$ cat config.mk
export PLATFORM = sky130hd
export DESIGN_NAME = instr_encoder_loader
export DESIGN_NICKNAME = d
export VERILOG_FILES = /design/src/rtl/instr_encoder_loader.sv
export SDC_FILE = /design/constraint.sdc
export NUM_CORES = 1
export LEC_CHECK = 0
export CORE_AREA = 2 2 123 125
export CTS_CLUSTER_DIAMETER = 30
export DETAILED_ROUTE_END_ITERATION = 10
export DIE_AREA = 0 0 125 127
export HOLD_SLACK_MARGIN = 0.12
export PLACE_DENSITY_LB_ADDON = 0.05
export SYNTH_ARGS = -nofsm -noshare
export SYNTH_HDL_FRONTEND = slang
export SYNTH_SLANG_ARGS = --single-unit
export TNS_END_PERCENT = 100
$ cat constraint.sdc
create_clock -name clk -period 3.4 [get_ports clk]
set_input_delay 0.68 -clock clk [delete_from_list [all_inputs] [get_ports clk]]
set_output_delay 0.68 -clock clk [all_outputs]
set_load 0.1 [all_outputs]
$ cat src/rtl/instr_encoder_loader.sv
// Assembles MIPS instruction words from an op class and fields,
// buffers them in a FIFO and streams them into instruction memory.
module instr_encoder_loader #(
  parameter int DEPTH     = 4,
  parameter int ADDR_W    = 10,
  parameter int BASE_ADDR = 0
) (
  input  logic              clk,
  input  logic              reset_n,
  input  logic              load_start,
  input  logic              in_valid,
  output logic              in_ready,
  input  logic [2:0]        op_sel,
  input  logic [4:0]        rs,
  input  logic [4:0]        rt,
  input  logic [4:0]        rd,
  input  logic [4:0]        shamt,
  input  logic [5:0]        funct,
  input  logic [15:0]       imm,
  input  logic [25:0]       target,
  input  logic              imem_ready,
  output logic              imem_we,
  output logic [ADDR_W-1:0] imem_addr,
  output logic [31:0]       imem_wdata,
  output logic              err_illegal,
  output logic [15:0]       word_count,
  output logic              busy
);

  localparam int PW = (DEPTH > 1) ? $clog2(DEPTH) : 1;
  localparam int CW = PW + 1;

  typedef enum logic {
    IDLE,
    ACTIVE
  } state_t;

  state_t            state_q, state_d;
  logic [31:0]       mem_q [DEPTH];
  logic [PW-1:0]     wr_ptr_q, wr_ptr_d;
  logic [PW-1:0]     rd_ptr_q, rd_ptr_d;
  logic [CW-1:0]     cnt_q, cnt_d;
  logic [ADDR_W-1:0] addr_q, addr_d;
  logic [15:0]       wc_q, wc_d;
  logic              err_q, err_d;

  logic [31:0] enc_word;
  logic        legal;
  logic        full;
  logic        accept;
  logic        push;
  logic        pop;

  always_comb begin
    enc_word = '0;
    legal    = 1'b1;
    unique case (op_sel)
      3'd0:    enc_word = {6'h00, rs, rt, rd, shamt, funct};
      3'd1:    enc_word = {6'h23, rs, rt, imm};
      3'd2:    enc_word = {6'h2B, rs, rt, imm};
      3'd3:    enc_word = {6'h04, rs, rt, imm};
      3'd4:    enc_word = {6'h05, rs, rt, imm};
      3'd5:    enc_word = {6'h02, target};
      default: legal    = 1'b0;
    endcase
  end

  // in_ready ignores a same-cycle pop: a full FIFO never accepts
  assign full     = (cnt_q == CW'(DEPTH));
  assign in_ready = reset_n && !full && !load_start;
  assign accept   = in_valid && in_ready;
  assign push     = accept && legal;
  assign busy     = (state_q == ACTIVE);
  assign imem_we  = busy;
  assign pop      = imem_we && imem_ready && !load_start;

  assign imem_addr   = addr_q;
  assign imem_wdata  = mem_q[rd_ptr_q];
  assign err_illegal = err_q;
  assign word_count  = wc_q;

  always_comb begin
    state_d  = state_q;
    wr_ptr_d = wr_ptr_q;
    rd_ptr_d = rd_ptr_q;
    cnt_d    = cnt_q;
    addr_d   = addr_q;
    wc_d     = wc_q;
    err_d    = accept && !legal;
    if (load_start) begin
      state_d  = IDLE;
      wr_ptr_d = '0;
      rd_ptr_d = '0;
      cnt_d    = '0;
      addr_d   = ADDR_W'(BASE_ADDR);
      wc_d     = '0;
    end else begin
      if (pop) begin
        rd_ptr_d = rd_ptr_q + 1'b1;
        addr_d   = addr_q + ADDR_W'(4);
        if (wc_q != 16'hFFFF) wc_d = wc_q + 16'd1;
      end
      if (push) wr_ptr_d = wr_ptr_q + 1'b1;
      cnt_d = cnt_q + CW'(push) - CW'(pop);
      unique case (state_q)
        IDLE:   if (push) state_d = ACTIVE;
        ACTIVE: if (pop && !push && cnt_q == CW'(1)) state_d = IDLE;
        default: state_d = IDLE;
      endcase
    end
  end

  always_ff @(posedge clk) begin
    if (!reset_n) begin
      state_q  <= IDLE;
      wr_ptr_q <= '0;
      rd_ptr_q <= '0;
      cnt_q    <= '0;
      addr_q   <= ADDR_W'(BASE_ADDR);
      wc_q     <= '0;
      err_q    <= 1'b0;
    end else begin
      state_q  <= state_d;
      wr_ptr_q <= wr_ptr_d;
      rd_ptr_q <= rd_ptr_d;
      cnt_q    <= cnt_d;
      addr_q   <= addr_d;
      wc_q     <= wc_d;
      err_q    <= err_d;
    end
  end

  always_ff @(posedge clk) begin
    if (reset_n && push) mem_q[wr_ptr_q] <= enc_word;
  end

endmodule
## Word level (Yosys, flattened, before mapping)

Memory sizes are Yosys's and may differ from the RTL's. A register that Yosys moved wholly into a read port is not among the register bits.
Index checks and enable logic that the tools add are counted.

| storage, ports and cells | value |
|---|---|
| register bits | 35 |
| memory bits (writable) | 128 |
| bits of input ports | 76 |
| output and inout bits | 62 |
| logic and storage cells | 51 |
| memories | 1 |

Memory list:

| name | words | width | read ports | clocked after memory_dff | write ports | line | RTL |
|---|---|---|---|---|---|---|---|
| mem_q | 4 | 32 | 1 | 1 | 1 | 39 | `logic [31:0] mem_q [DEPTH];` |

| cells by class | value |
|---|---|
| $add $sub $neg | 6 |
| equality and inequality tests | 8 |
| mux-type cells | 9 |
| bitwise logic cells | 2 |
| reductions and logical operators | 18 |

Operators with widths:

| cell | number |
|---|---|
| one-hot mux 32 bit (6 select lines) | 1 |
| adder 16 x 1 -> 16 bit, second input constant | 1 |
| != test 16 bit, second input constant | 1 |
| adder 10 x 3 -> 10 bit, second input constant | 1 |
| logical AND 1 bit | 10 |
| equality test 3 bit, second input constant | 3 |
| equality test 3 x 1 -> 1 bit, second input constant | 2 |
| equality test 3 x 2 -> 1 bit, second input constant | 2 |
| OR reduction 6 bit | 1 |
| 2-to-1 mux 1 bit | 5 |
| adder 2 x 1 -> 2 bit, second input constant | 2 |
| logical NOT 1 bit | 4 |
| 2-to-1 mux 2 bit | 2 |
| adder 3 x 1 -> 3 bit | 1 |
| logical NOT 3 bit | 1 |
| subtractor 3 x 1 -> 3 bit | 1 |
| NOT 1 bit | 2 |
| one-hot mux 1 bit (2 select lines) | 1 |
| AND reduction 2 bit | 1 |
| OR reduction 2 bit | 1 |

## Logic depth before layout (Yosys ltp)

Gate-level depths: netlist of run 1.

| depth | value |
|---|---|
| depth after elaboration | 11 |
| gate-level depth with buffers | 12 |

## Worst setup path before layout of run 1

Ideal clock, no wire load.

| path | value |
|---|---|
| kind | input to register |
| start point | in reset_n |
| end point | reg cnt_q[2] |
| library setup time | 0.115 ns |
| data arrival time | 2.568 ns |
| required time | 3.285 ns |
| setup slack | 0.717 ns |
| stages | 11 |
| path buffers | 1 |
| cell sequence | nor2b_1 and4_1 clkbuf_1 inv_1 ha_1 inv_1 ha_1 fa_1 xnor2_1 xnor2_1 nor2_1 |

| between the ends | value |
|---|---|
| cells in the longest elaborated chain, start to end | 6 |
| elaborated cells on any way between the ends | 8 |
| those cells by class | add/sub (2); bitwise (1); reduce/logical (5) |

Ends and longest elaborated chain:

| element | line | RTL |
|---|---|---|
| from (decl) | 9 | `input logic reset_n,` |
| logical AND 1 bit (2 in series) | 70 | `assign in_ready = reset_n && !full && !load_start;` |
| logical AND 1 bit | 71 | `assign accept = in_valid && in_ready;` |
| logical AND 1 bit | 72 | `assign push = accept && legal;` |
| adder 3 x 1 -> 3 bit | 104 | `cnt_d = cnt_q + CW'(push) - CW'(pop);` |
| subtractor 3 x 1 -> 3 bit | 104 |  |
| to (signal assigned) | 126 | `cnt_q <= cnt_d;` |
| to (decl) | 42 | `logic [CW-1:0] cnt_q, cnt_d;` |

Parallel ways exist; a longest one is shown, timed or not.
A chain may end at the register's enable or synchronous reset.

==> results.cfg, run 1 <==
[run_status]
outcome = finished, final reports clean

[yosys]
ys_ff_latch = 159
synth_edf_count = 124
syn_area_per_cell_um2 = 13.9
yosysSeqAreaShare_pct = 61.9
synth_flop_cell = edfxtp_1
syn_inst = 513
synthDistinctLibCells = 54
async_flop_share_pct = 0
syn-cell-area_mm2 = 0.00714
yosys_warnings = 0

[clock_network]
cts_resized = 0
cts_buffer_depth = 2
clk-insertion-delay-late_ns = 0.42
clock_sinks = 159
cts-hold-fix-buffers = 0
clk_pin_slew_ns = 0.06
cts_buffers = 17
htreeDepth = 4
root_buffer = clkbuf_16
cts_setup_buffers = 0
tritoncts = yes

[grt]
antenna_found_initial = 0
grt_pass1_wl_um = 24500
grt_overflow_total = 0
grt_pass1_vias = 4782
grt_max_degree = 49
grt_use_total_pct = 19.9

[cells_and_area]
ff_latch_area_mm2 = 0.00443
final_cell_mix = edfxtp_1 (124), clkdlybuf4s50_1 (75), buf_4 (66), nor2_1 (35), inv_1 (34)
multi_input_area_mm2 = 0.00242
synthToLayoutAreaGrowth_pct = 28.4
nets = 734
n_fill_cell = 1118
layout_commonest_cell = edfxtp_1
fin_area_mm2 = 0.00917
final_layout_size_suffix_gt1_share_pct = 23.0
insertedDiodeCount = 0

[critical_path]
start_kind = flip-flop
worst-path-buf-inv = 2
cp_top_family = flip-flops
critPathMaxFanout = 19
worst_path_largest_cell_delay_ns = 0.65
r2r-start = cnt_q[2]
cp.required_ns = 2.72
cp_slowest_cell = dfxtp_2
crit_chain = buf_12 -> mux4_2 -> buf_4
cp.arrival_ns = 2.18
rr_worst_depth = 10
crit_path_end_kind = output port
crit_type = flip-flop to output port
reg2reg_to = cnt_q[2]
regToRegSetupSlack_ns = 1.06

[hold_path]
min_path_type = flip-flop to flip-flop
hold_start = imem_addr[3]
min_to = imem_addr[3]
min_path_cells = 2

[sta]
tightest_slew_ns = 1.00
fin_tns_setup_ns = 0
rsz0062_at_grt = no
relSlewSlack_pct = 33.3
period_share_pct = 84.2
final-max-slew-violation-count = 0
setup_viol = 0
fin_worst_skew_ns = 0.00826
final.min_clock_period_ns = 2.86
final_hold_viol_count = 0
max_freq_ghz = 0.349

[detailed_routing]
vias = 4670
detail-route-antenna-nets = 0
avgViaCountPerCell = 5.53
routedWlPerCell_um = 18.2
dr.pass1.iters = 5
drcViolationCount = 0
drt_wl_total_um = 15400
drt-initial-drc-count = 226

[floorplanning]
core-area_mm2 = 0.0144
die_w_um = 125
die_h_um = 127
start_util_pct = 49.5
rows = 44
io_pins = 138
die_area_mm2 = 0.0159

[power]
p_leak_nw = 3.30
max-vdd-ir-drop_uv = 311
powerDensity_mw_per_mm2 = 479

[placement]
hpwl_um = 10000
gp_congestion = 0.797
place_area_mm2 = 0.00858
port_buffers = 134

[job]
maxCapViolCount = 0
cell type report:
cell class / count / share of cell area, %
clock buffers: 17 / 4.64
clock inverters: 15 / 1.79
inverters: 35 / 1.43
multi-input cells: 287 / 26.4
flip-flops and latches: 159 / 48.3
well taps: 184 / 2.51
repair buffers: 148 / 15.0
power by group:
part           internal, W  leakage, nW  switching, W
Sequential         0.00213         1.41    0.00000388
Combinational     0.000164         1.62      0.000243
Clock              0.00109        0.272      0.000764
cells in the mapped netlist (all sizes together) (6+ instances only):
cell type | count | area share, %
edfxtp | 124 | 52
dfxtp | 35 | 9.8
nor2 | 35 | 1.8
inv | 34 | 1.8
mux4 | 31 | 9.8
nand2 | 27 | 1.4
o21ai | 26 | 1.8
clkbuf | 19 | 1.3
mux2i | 18 | 2.5
a221o | 16 | 2.2
buf | 15 | 1.2
nand4 | 12 | 1.2
a21oi | 11 | 0.77
a2bb2oi | 10 | 1.2
o22ai | 10 | 0.88
ha | 9 | 1.6
and2 | 8 | 0.70
nor3 | 8 | 0.72
or3 | 7 | 0.61
xnor2 | 7 | 0.86
nand3 | 6 | 0.42
per-stage QoR:
| step | setup slack, ns | utilization, % | total power [W] | instances | hold slack, ns |
|---|---|---|---|---|---|
| after floorplan | 0.717 | - | 0.00242 | 515 | 0.485 |
| after global routing | 0.416 | 63.6 | 0.00453 | 845 | 0.544 |
| after detailed placement | 0.296 | 59.5 | 0.00258 | 813 | 0.508 |
| after CTS | 0.473 | 63.6 | 0.00443 | 845 | 0.523 |
| final | 0.536 | 63.6 | 0.00439 | 845 | 0.515 |
| after global placement | 0.361 | 59.5 | 0.00257 | 813 | 0.499 |
metal layers:
metal | track usage (%) | share of wire, % | vias up
met4 | 7.06 | 1.4 | 0
met1 | 25.4 | 44 | 2288
li1 | - | - | 2235
met3 | 4.36 | 4.6 | 17
met5 | 0 | 0 | -
met2 | 33.8 | 50 | 130
worst min-delay path: stages (launching register included):
cell	delay (ns)
dfxtp_1	0.34
nand2_1	0.07
a21oi_1	0.06
sequential cells by signal, indices dropped and copies added (netlist names), named ones only:
| register | flops |
|---|---|
| word_count | 16 |
| busy | 1 |
| cnt_q | 3 |
| mem_q | 124 |
| imem_addr | 8 |
| rd_ptr_q | 2 |
| wr_ptr_q | 2 |
| err_illegal | 1 |
logic make-up (layout without fill, tap and decap cells):
family	after synthesis	after routing	share of synthesized area, %
compound gates	88	88	8.55
xor+xnor	12	12	1.47
fa+ha+maj	10	10	1.86
buf+inv	69	215	4.34
flops	159	159	61.9
mux	50	50	12.5
other cells	1	3	0.0525
simple gates	124	124	9.34
worst max-delay path by stage:
| stage | from | depth (start not counted) | end | slack (ns) |
|---|---|---|---|---|
| after floorplan | reset_n | 11 | cnt_q[2] | 0.72 |
| after global placement | reset_n | 11 | cnt_q[2] | 0.36 |
| after detailed placement | reset_n | 11 | cnt_q[2] | 0.30 |
| after CTS | flip-flop | 3 | imem_wdata[31] | 0.47 |
| after global routing | flip-flop | 3 | imem_wdata[31] | 0.42 |
| final | flip-flop | 3 | imem_wdata[31] | 0.54 |
No activity file was read; power rests on OpenSTA's default activity.
==> inputs of run 2 (changes only) <==
==> constraint.sdc (replaced) <==
create_clock -name clk -period 2.76 [get_ports clk]
set_input_delay 0.552 -clock clk [delete_from_list [all_inputs] [get_ports clk]]
set_output_delay 0.552 -clock clk [all_outputs]
set_load 0.1 [all_outputs]
==> results.cfg, run 2 (synthesized netlist as in run 1, its figures left out) <==
[run_status]
outcome = finished, final reports clean

[cells_and_area]
insertedDiodeCount = 0
layout_commonest_cell = edfxtp_1
final_cell_mix = edfxtp_1 (124), clkdlybuf4s50_1 (74), buf_4 (45), buf_12 (38), nor2_1 (35)
regMostFlops = mem_q
nets = 744
largest_reg_flops = 124
n_fill_cell = 1025
fin_area_mm2 = 0.00969
final_layout_size_suffix_gt1_share_pct = 24.4
synthToLayoutAreaGrowth_pct = 35.6

[grt]
grt_use_total_pct = 20.3
grt_overflow_total = 0
antenna_found_initial = 0
grt_pass1_wl_um = 24900
grt_pass1_vias = 4752
grt_max_degree = 48

[clock_network]
root_buffer = clkbuf_16
clock_sinks = 159
cts_resized = 0
clk_pin_slew_ns = 0.06
tritoncts = yes
cts_setup_buffers = 0
cts-hold-fix-buffers = 0
clk-insertion-delay-late_ns = 0.42
cts_buffer_depth = 2
cts_buffers = 17
htreeDepth = 4

[sta]
final-max-slew-violation-count = 0
rsz0062_at_grt = no
max_freq_ghz = 0.397
setup_viol = 0
hold_ws_ns = 0.436
fin_worst_skew_ns = 0.00765
relSlewSlack_pct = 43.4
period_share_pct = 91.2
final.min_clock_period_ns = 2.52
tightest_slew_ns = 0.845
setup_ws_ns = 0.244
final_hold_viol_count = 0

[detailed_routing]
drt_wl_total_um = 15500
detail-route-antenna-nets = 0
dr.pass1.iters = 4
vias = 4731
drcViolationCount = 0
routedWlPerCell_um = 18.1
drt-initial-drc-count = 270
avgViaCountPerCell = 5.53

[critical_path]
cp.arrival_ns = 1.96
worst_path_largest_cell_delay_ns = 0.60
crit_type = flip-flop to output port
cp_slowest_cell = mux4_2
crit_path_end_kind = output port
cp.required_ns = 2.21
rr_worst_depth = 10
start_kind = flip-flop
critPathMaxFanout = 26
cpMostUsedCell = buf_12
crit_chain = buf_12 -> mux4_2 -> buf_12

[power]
powerDensity_mw_per_mm2 = 583
max-vdd-ir-drop_uv = 458
p_leak_nw = 3.54
fin_total_pwr_w = 0.00565

[placement]
place_area_mm2 = 0.00905
gp_congestion = 0.807
preCtsSetupSlack_ns = -0.152
hpwl_um = 10100
port_buffers = 134

[hold_path]
min_path_type = input pin to flip-flop
min_path_cells = 3

[floorplanning]
die_h_um = 127
die_w_um = 125
start_util_pct = 49.5
die_area_mm2 = 0.0159
io_pins = 138
core-area_mm2 = 0.0144
rows = 44

[job]
maxCapViolCount = 0
-- run 2: metrics by stage --
step	util, %	setup TNS (ns)	cells
after detailed placement	62.8	-6.01	823
after global placement	62.8	-3.64	823
after CTS	67.2	0	855
after floorplan	-	0	515
final	67.2	0	855
after global routing	67.2	0	855
-- run 2: final cells by class --
cell class	count	area (um^2)	area share [%]
Sequential cell	159	4430	45.7
Multi-Input combinational cell	287	2420	25.0
Timing Repair Buffer	158	1840	19.0
Clock buffer	17	425	4.39
Tap cell	184	230	2.38
Clock inverter	15	208	2.14
Inverter	35	131	1.36
-- run 2: final timing paths --
check                     from             end  slack, ns
hold reg to reg   imem_addr[3]    imem_addr[3]       0.51
setup reg to reg      cnt_q[2]        cnt_q[2]       0.49
hold / removal       op_sel[2]     err_illegal       0.44
setup / recovery     flip-flop  imem_wdata[14]       0.24
-- run 2: worst max-delay path, delay by kind of cell, from the launching register on --
family | cells | cell delay, ns
buffers and inverters | 2 | 0.47
multiplexers | 1 | 0.60
flip-flops | 1 | 0.46
-- run 2: report_power, final --
group	switching, W	internal (W)
clock network	0.000949	0.00153
registers	0.00000531	0.00262
logic	0.000307	0.000239
total	0.00126	0.00439
-- run 2: per-layer routing --
layer	part of all wire, %	GRT usage (%)	wire, um
met1	45	26.9	6940
met2	50	33.8	7740
met3	3.8	4.06	585
met4	1.4	7.06	214
met5	0	0	0
